## src/rtl/maxpool_sched.sv

```systemverilog
`default_nettype none
// =============================================================================
// maxpool_sched : frame sequencer and result skid FIFO for the maxpooling unit
// Optional watchdog in DRAIN enabled by defining MP_SCHED_TIMEOUT_EN.
// Revision: 1.0
// =============================================================================
module maxpool_sched #(
    parameter int DW      = 8,
    parameter int DIMW    = 8,
    parameter int MP_LAT  = 2,
    parameter int FIFO_AW = 3
) (
    input  logic            clk,
    input  logic            reset,
    input  logic            start,
    input  logic [DIMW-1:0] cfg_width,
    input  logic [DIMW-1:0] cfg_height,
    input  logic            cfg_pool,
    input  logic [DW-1:0]   s_data,
    input  logic            s_valid,
    output logic            s_ready,
    output logic [DW-1:0]   mp_in,
    output logic            mp_en,
    output logic            mp_en_mp,
    input  logic [DW-1:0]   mp_out,
    input  logic            mp_out_en,
    output logic [DW-1:0]   m_data,
    output logic            m_valid,
    input  logic            m_ready,
    output logic            busy,
    output logic            done,
    output logic            err
);

    localparam int c_DEPTH = 1 << FIFO_AW;
    localparam int c_CW    = 2 * DIMW;
    localparam int c_IFW   = $clog2(MP_LAT + 1) + 1;
    localparam int c_CRW   = 16;

    typedef enum logic [1:0] {
        S_IDLE  = 2'd0,
        S_RUN   = 2'd1,
        S_DRAIN = 2'd2,
        S_DONE  = 2'd3
    } state_t;

    state_t r_state;
    state_t w_state_nxt;

    logic              r_cfg_pool;
    logic [c_CW-1:0]   r_total;
    logic [c_CW-1:0]   r_expected;
    logic [c_CW-1:0]   r_in_cnt;
    logic [c_CW-1:0]   r_out_cnt;
    logic [c_IFW-1:0]  r_inflight;
    logic [DW-1:0]     r_mp_in;
    logic              r_mp_en;
    logic              r_err;

    logic [DW-1:0]     r_mem [c_DEPTH];
    logic [FIFO_AW:0]  r_wptr;
    logic [FIFO_AW:0]  r_rptr;
    logic [FIFO_AW:0]  w_count;
    logic              w_full;
    logic              w_empty;
    logic              w_push;
    logic              w_pop;

    logic [c_CRW-1:0]  w_free;
    logic [c_CRW-1:0]  w_need;
    logic              w_credit_ok;
    logic [c_CW-1:0]   w_prod_full;
    logic [c_CW-1:0]   w_prod_pool;
    logic              w_cfg_ok;
    logic              w_start_take;
    logic              w_start_bad;
    logic              w_accept;
    logic              w_last_in;
    logic              w_out_idle;
    logic              w_out_excess;
    logic              w_overflow;
    logic              w_err_set;
    logic              w_wdog_fire;

    // ---------------------------------------------------------------- config
    assign w_cfg_ok     = (cfg_width != '0) && (cfg_height != '0) &&
                          !(cfg_pool && (cfg_width[0] || cfg_height[0]));
    assign w_start_take = start && (r_state == S_IDLE) && w_cfg_ok;
    // A start coinciding with the DONE cycle is silently dropped.
    assign w_start_bad  = start && (((r_state == S_IDLE) && !w_cfg_ok) ||
                                    (r_state == S_RUN) || (r_state == S_DRAIN));
    assign w_prod_full  = c_CW'(cfg_width) * c_CW'(cfg_height);
    assign w_prod_pool  = c_CW'(cfg_width >> 1) * c_CW'(cfg_height >> 1);

    // ---------------------------------------------------------------- credit
    // Accept only while the FIFO can absorb every result still in the pipe.
    assign w_free      = c_CRW'(c_DEPTH) - c_CRW'(w_count);
    assign w_need      = c_CRW'(MP_LAT) + c_CRW'(r_inflight);
    assign w_credit_ok = (w_free > w_need);
    assign w_accept    = (r_state == S_RUN) && s_valid && w_credit_ok;
    assign w_last_in   = w_accept && (r_in_cnt == (r_total - c_CW'(1)));

    // ---------------------------------------------------------------- errors
    assign w_out_idle   = mp_out_en && (r_state == S_IDLE);
    assign w_out_excess = mp_out_en && (r_state != S_IDLE) && (r_out_cnt >= r_expected);
    assign w_overflow   = mp_out_en && w_full;
    assign w_err_set    = w_start_bad | w_out_idle | w_out_excess | w_overflow | w_wdog_fire;

`ifdef MP_SCHED_TIMEOUT_EN
    logic [15:0] r_wdog;

    assign w_wdog_fire = (r_state == S_DRAIN) && (r_wdog == 16'hFFFF);

    always_ff @(posedge clk or negedge reset) begin
        if (!reset) begin
            r_wdog <= '0;
        end else if ((r_state != S_DRAIN) || mp_out_en) begin
            r_wdog <= '0;
        end else if (!w_wdog_fire) begin
            r_wdog <= r_wdog + 16'd1;
        end
    end
`else
    assign w_wdog_fire = 1'b0;
`endif

    // ---------------------------------------------------------------- FSM
    always_ff @(posedge clk or negedge reset) begin
        if (!reset) begin
            r_state <= S_IDLE;
        end else begin
            r_state <= w_state_nxt;
        end
    end

    always_comb begin
        w_state_nxt = r_state;
        s_ready     = 1'b0;
        busy        = 1'b0;
        done        = 1'b0;
        mp_en_mp    = 1'b0;
        case (r_state)
            S_IDLE: begin
                if (w_start_take) begin
                    w_state_nxt = S_RUN;
                end
            end
            S_RUN: begin
                busy     = 1'b1;
                mp_en_mp = r_cfg_pool;
                s_ready  = w_credit_ok;
                if (w_last_in) begin
                    w_state_nxt = S_DRAIN;
                end
            end
            S_DRAIN: begin
                busy     = 1'b1;
                mp_en_mp = r_cfg_pool;
                if ((r_out_cnt == r_expected) || w_wdog_fire) begin
                    w_state_nxt = S_DONE;
                end
            end
            S_DONE: begin
                busy        = 1'b1;
                done        = 1'b1;
                w_state_nxt = S_IDLE;
            end
            default: begin
                w_state_nxt = S_IDLE;
            end
        endcase
    end

    // ---------------------------------------------------------------- datapath
    always_ff @(posedge clk or negedge reset) begin
        if (!reset) begin
            r_cfg_pool <= 1'b0;
            r_total    <= '0;
            r_expected <= '0;
            r_in_cnt   <= '0;
            r_out_cnt  <= '0;
            r_inflight <= '0;
            r_mp_in    <= '0;
            r_mp_en    <= 1'b0;
            r_err      <= 1'b0;
        end else begin
            r_mp_en <= w_accept;
            if (w_accept) begin
                r_mp_in <= s_data;
            end
            r_err <= (r_err & ~w_start_take) | w_err_set;
            if (w_start_take) begin
                r_cfg_pool <= cfg_pool;
                r_total    <= w_prod_full;
                r_expected <= cfg_pool ? w_prod_pool : w_prod_full;
                r_in_cnt   <= '0;
                r_out_cnt  <= '0;
                r_inflight <= '0;
            end else begin
                if (w_accept) begin
                    r_in_cnt <= r_in_cnt + 1'b1;
                end
                if (mp_out_en) begin
                    r_out_cnt <= r_out_cnt + 1'b1;
                end
                // Pooling consumes four inputs per result, so this saturates high.
                case ({w_accept, mp_out_en})
                    2'b10: begin
                        if (r_inflight < c_IFW'(MP_LAT)) begin
                            r_inflight <= r_inflight + 1'b1;
                        end
                    end
                    2'b01: begin
                        if (r_inflight != '0) begin
                            r_inflight <= r_inflight - 1'b1;
                        end
                    end
                    default: begin
                    end
                endcase
            end
        end
    end

    assign mp_in = r_mp_in;
    assign mp_en = r_mp_en;
    assign err   = r_err;

    // ---------------------------------------------------------------- result FIFO
    assign w_count = r_wptr - r_rptr;
    assign w_empty = (r_wptr == r_rptr);
    assign w_full  = (r_wptr[FIFO_AW] != r_rptr[FIFO_AW]) &&
                     (r_wptr[FIFO_AW-1:0] == r_rptr[FIFO_AW-1:0]);
    assign w_push  = mp_out_en && !w_full;
    assign w_pop   = !w_empty && m_ready;

    always_ff @(posedge clk or negedge reset) begin
        if (!reset) begin
            r_wptr <= '0;
            r_rptr <= '0;
        end else begin
            if (w_push) begin
                r_wptr <= r_wptr + 1'b1;
            end
            if (w_pop) begin
                r_rptr <= r_rptr + 1'b1;
            end
        end
    end

    always_ff @(posedge clk) begin
        if (w_push) begin
            r_mem[r_wptr[FIFO_AW-1:0]] <= mp_out;
        end
    end

    assign m_valid = !w_empty;
    assign m_data  = w_empty ? '0 : r_mem[r_rptr[FIFO_AW-1:0]];

endmodule
`default_nettype wire
```

## config.mk

```make
export PLATFORM = sky130hd
export DESIGN_NAME = maxpool_sched
export DESIGN_NICKNAME = d
export VERILOG_FILES = /design/src/rtl/maxpool_sched.sv
export SDC_FILE = /design/constraint.sdc
export NUM_CORES = 1
export LEC_CHECK = 0
export CAP_MARGIN = 20
export CORE_ASPECT_RATIO = 1.4
export CORE_MARGIN = 1
export CORE_UTILIZATION = 49
export DETAILED_ROUTE_END_ITERATION = 10
export GPL_ROUTABILITY_DRIVEN = 0
export PLACE_DENSITY = 0.7
export SLEW_MARGIN = 20
export SYNTH_ARGS = -nofsm -noshare
export SYNTH_HDL_FRONTEND = slang
export SYNTH_SLANG_ARGS = --single-unit
export TNS_END_PERCENT = 20
```

## constraint.sdc

```tcl
create_clock -name clk -period 4.19 [get_ports clk]
set_clock_uncertainty 0.1 [all_clocks]
set_input_delay 0.6285 -clock clk [delete_from_list [all_inputs] [get_ports clk]]
set_output_delay 0.6285 -clock clk [all_outputs]
set_load 0.03 [all_outputs]
```

# Yosys cells after proc, flatten, opt, wreduce, memory -nomap -nowiden
# Memory sizes are Yosys's and may differ from the RTL's.
# Cells that the tools add are included.
[word_totals]
ramBits = 64
wordCells = 105
memories = 1
regBits = 88
output_inout_bits = 23
in_bits = 39
[mem_list]
columns = ["name", "words", "word_bits", "read_ports", "rd_clocked_by_memory_dff", "write_ports", "line_no", "rtl"]
rows = [
  ["r_mem", 8, 8, 1, 0, 1, "60", "logic [DW-1:0] r_mem [c_DEPTH];"],
]
[op_classes]
addsub = 10
n_bitwise = 6
eq_ne = 15
n_mux = 20
n_reduce_logical = 36
magnitude_cmp = 3
mul = 2
[ops]
columns = ["cell", "count"]
rows = [
  ["$mux 16", 5],
  ["$add 16x1->16 const B", 2],
  ["$eq 16x16->1", 2],
  ["$logic_and 1x1->1", 17],
  ["$ge 16x16->1", 1],
  ["$gt 16x4->1", 1],
  ["$mul 8x8->16", 1],
  ["$reduce_bool 8->1", 2],
  ["$sub 16x1->16 const B", 1],
  ["$mul 7x7->14", 1],
  ["$mux 3", 3],
  ["$add 4x1->4 const B", 2],
  ["$mux 8", 1],
  ["$pmux 2 s4", 1],
  ["$eq 2x2->1 const B", 3],
  ["$mux 1", 6],
  ["$mux 2", 3],
  ["$ne 3x3->1 const B", 2],
  ["$pmux 3 s2", 1],
  ["$reduce_and 3->1", 2],
  ["$reduce_bool 2->1", 3],
  ["$reduce_bool 3->1", 2],
  ["$sub 4x4->5 const A", 1],
  ["$add 2x3->4 const A", 1],
  ["other kinds (18)", 28],
]

# Depth between registers and ports, before layout
[depth]
depth_word = 13
depth_mapped = 19
ltp_nobuf = 18

# Least setup slack after synthesis
# No wires, ideal clock.
[synth_timing]
path_type = "input -> register"
from = "in cfg_height[7]"
to = "reg r_expected[12]"
n_path_buf = 1
arrival_ns = 4.840
cell_stages = 16
t_required_ns = 3.966
setup_slack_ns = -0.874
setup_ns = 0.124
path_cell_list = "clkbuf_1 -> nand2_1 -> fa_1 -> fa_1 -> inv_1 -> fa_1 -> inv_1 -> fa_1 -> inv_1 -> ha_1 -> and2_1 -> a311o_1 -> a211oi_1 -> xor2_1 -> nor3_1 -> a211o_1"
[synth_between]
elab_chain_len = 4
word_cells_on_any_way = 7
cone_classes = "mul (2); mux (1); reduce/logical (4)"
[synth_rtl]
columns = ["item", "line_no", "rtl"]
rows = [
  ["from (decl)", "17", "input logic [DIMW-1:0] cfg_height,"],
  ["branches (longest 4 deep; another with $mul 8x8->16)", "n/a", ""],
  ["to (signal assigned)", "195", "r_expected <= cfg_pool ? w_prod_pool : w_prod_full;"],
  ["to (decl)", "52", "logic [c_CW-1:0] r_expected;"],
]
# Parallel ways; which one is timed is not known.
# A chain may end at the register's enable or synchronous reset.

# Worst setup path in the final report
[layout_timing]
from = "in cfg_height[4]"
to = "reg r_expected[12]"
# The elaborated chain is that of the path after synthesis.

==> summary.txt <==
Status
  – Status: complete, but fails checks
  – Failing checks: negative setup slack

Critical path
  – Crit-path cells: buf_8 -> and2_4 -> fa_1 -> inv_2 -> fa_1 -> inv_1 -> fa_1 -> inv_2 -> fa_1 -> inv_2 -> ha_4 -> and2_4 -> a311o_1 -> a211oi_2 -> xor2_1 -> nor3_1 -> a211o_1
  – Crit start category: input port
  – CP most frequent cell: fa_1
  – Kind of cell adding the most delay to the critical path: adder cells
  – Required time of the critical path: 4400 ps
  – Critical path arrival: 4710 ps
  – Critical path peak fanout: 4
  – Crit path capture type: flip-flop
  – CP max stage delay: 550 ps
  – R2r setup slk: 430 ps
  – WP buf/inv: 5
  – Slowest CP cell: fa_1
  – Setup CP Type: input port to flip-flop

Final layout
  – Synth-to-layout area growth: 22.80%
  – Finished Cell Area: 13040 µm²
  – Commonest non-fill, non-tap cell in the layout: inv_1
  – Layout cell share with drive strength beyond 1: 20.57%
  – Most frequent cells in the layout: inv_1 (107), buf_4 (104), nand2_1 (103)
  – Final non-filler cell total: 1451
  – Nets: 1353
  – Final core utilization: 61.47%
  – Diodes inserted: 0

Synth
  – Post-synth EDFFs: 64
  – Yosys warnings: 0
  – Post-Syn Nets: 1198
  – Main flop type after synthesis: dfrtp_1
  – Synth Cell Area: 10620 µm²
  – Synth unique cells: 70
  – Gate Count Post-Synth: 1023
  – Async set-or-reset flop fraction in the synthesized netlist: 57.89%
  – Post-synthesis sequential area ratio: 38.85%
  – Yosys reg bits: 152
  – Mean area per synthesized cell: 10.38 µm²

Power and ir drop
  – Max IR drop VDD: 0.3560 mV
  – Pleak: 0.005940 µW
  – PwrDens: 544.4 nW/µm²

Detailed routing
  – Pre-antenna DRT Iters: 6
  – Wire per inst: 16.75 µm
  – Initial DRC count: 309
  – Drt total wl: 24300 µm
  – DR vias/cell: 5.418
  – DRC: 0
  – Antenna Nets Post-Route: 0
  – Via Count: 7861

Timing
  – Fin crit share: 107.4%
  – # setup viols final: 13
  – Max Slew Vio Count: 0
  – Worst Setup Slack, final: -308.2 ps
  – Worst slew pin tran: 995.9 ps
  – Slew headroom: 33.36%
  – Fin. Hold Viols: 0
  – Setup TNS Final: -2199 ps
  – Final min period: 4498 ps
  – Fmax: 222.3 MHz
  – Unrepaired setup endpoints after global routing: true

Run
  – Max_cap viols: 0

Placement
  – Placed Instances: 1410
  – DP Area: 12240 µm²
  – Post-DP HPWL: 18580 µm
  – Port Buffers: 61
  – Worst slack, placed: -1107 ps

Clocking
  – CTS tree: yes
  – CTS Root Cell: clkbuf_16
  – # clock sinks: 152
  – Worst-Skew Late Latency: 430 ps
  – CTS H-tree depth: 4
  – Clock Path Buffers: 2
  – Reg clk slew, reported paths: 70 ps
  – CTS Hold Bufs: 0
  – CTS buffer count: 17

Die
  – Top-Level Pins: 62
  – Die width: 126.4 µm
  – Area of the core: 21200 µm²
  – Die height: 176.2 µm
  – Cell Rows: 63
  – Initial Utilization: 50.06%
  – Die ar.: 22260 µm²

GRT
  – Initial antenna violation count: 0
  – Grt ovf: 0
  – First-pass GRT wire length: 40250 µm
  – Number of global-route vias before repair: 8249
  – Gr usage total: 23.39%
  – Largest net degree at the start of global routing: 69

Min path
  – Hold WC Path Type: input port to asynchronous set/reset pin
[cells in the mapped netlist, types with 3 or more instances]
| cell type | n | share of area (%) |
|---|---|---|
| fa_1 | 45 | 8.5 |
| ha_1 | 91 | 11 |
| a31oi_1 | 6 | 0.35 |
| mux2i_1 | 13 | 1.2 |
| nor3_1 | 17 | 0.80 |
| nor4_1 | 8 | 0.47 |
| nor2b_1 | 7 | 0.41 |
| mux4_2 | 16 | 3.4 |
| a21oi_1 | 42 | 2.0 |
| xnor2_1 | 42 | 3.5 |
| inv_1 | 114 | 4.0 |
| nand3b_1 | 5 | 0.35 |
| mux2_2 | 13 | 1.4 |
| or3_1 | 11 | 0.65 |
| edfxtp_1 | 64 | 18 |
| o21a_1 | 6 | 0.42 |
| and2_1 | 49 | 2.9 |
| dfrtp_1 | 88 | 21 |
| nand3_1 | 23 | 1.1 |
| xor2_1 | 31 | 2.6 |
| a21o_1 | 9 | 0.64 |
| o21ai_0 | 40 | 1.9 |
| and3_1 | 11 | 0.65 |
| nand2_1 | 105 | 3.7 |
| nand2b_1 | 10 | 0.59 |
| nand4_1 | 18 | 1.1 |
| nor2_1 | 56 | 2.0 |
| buf_1 | 3 | 0.11 |
| clkbuf_1 | 24 | 0.85 |
| a211oi_1 | 6 | 0.42 |
[per-stage QoR]
stage	hold slack [ps]	total power [µW]
after floorplan	232.9	4106
after detailed placement	360.7	5320
after global placement	355.8	5253
final	224.6	7096
after global routing	315.3	7605
after CTS	266.0	6998
[where the power goes]
group / switching, µW / internal, µW
Combinational: 1900 / 1830
Clock: 660 / 850
Sequential: 123 / 1730
[sequential cells by signal, indices dropped and copies added (netlist names)]
name	cells
err	1
r_cfg_pool	1
r_expected	16
r_rptr	4
r_wptr	4
r_mem	64
r_inflight	3
r_total	16
r_in_cnt	16
r_state	2
r_out_cnt	16
mp_in	8
mp_en	1
[path summary, 6_finish.rpt]
check | startpoint | to | cells past startpoint
max | cfg_height[4] | r_expected[12] | 17
min | reset | r_out_cnt[12] | 1
max reg2reg | r_wptr[0] | r_state[1] | 15
min reg2reg | r_cfg_pool | r_cfg_pool | 2
max in group asynchronous | reset | r_total[2] | 2
min in group clk | r_cfg_pool | r_cfg_pool | 2
[logic make-up after synthesis]
logic type      synth area share (%)
compound gates                 8.263
mux                            6.000
fa+ha+maj                      19.21
buf+inv                        5.328
flops                          38.85
xor+xnor                       6.176
simple gates                   16.17
[routing by layer]
metal	track usage, %	wire length [µm]	vias up
met5	0	0	-
met2	45.95	13670	137
met4	10.89	911	0
met3	3.121	593	47
li1	-	-	3830
met1	24.21	9125	3847
[final cells by class]
class | instances | area [µm²]
Clock buffer | 19 | 442.9
Clock inverter | 13 | 132.6
Fill cell | 1729 | 8169
Inverter | 115 | 431.7
Multi-Input combinational cell | 725 | 6196
Sequential cell | 152 | 4124
Tap cell | 260 | 325.3
Timing Repair Buffer | 167 | 1383
[repair_timing]
action                                  4_1_cts  5_1_grt
pin swaps                                    28       17
buffers inserted                              3        6
resized for setup                            83       15
endpoints found under the setup margin       19       15
Power figures use the tool's default switching activity.
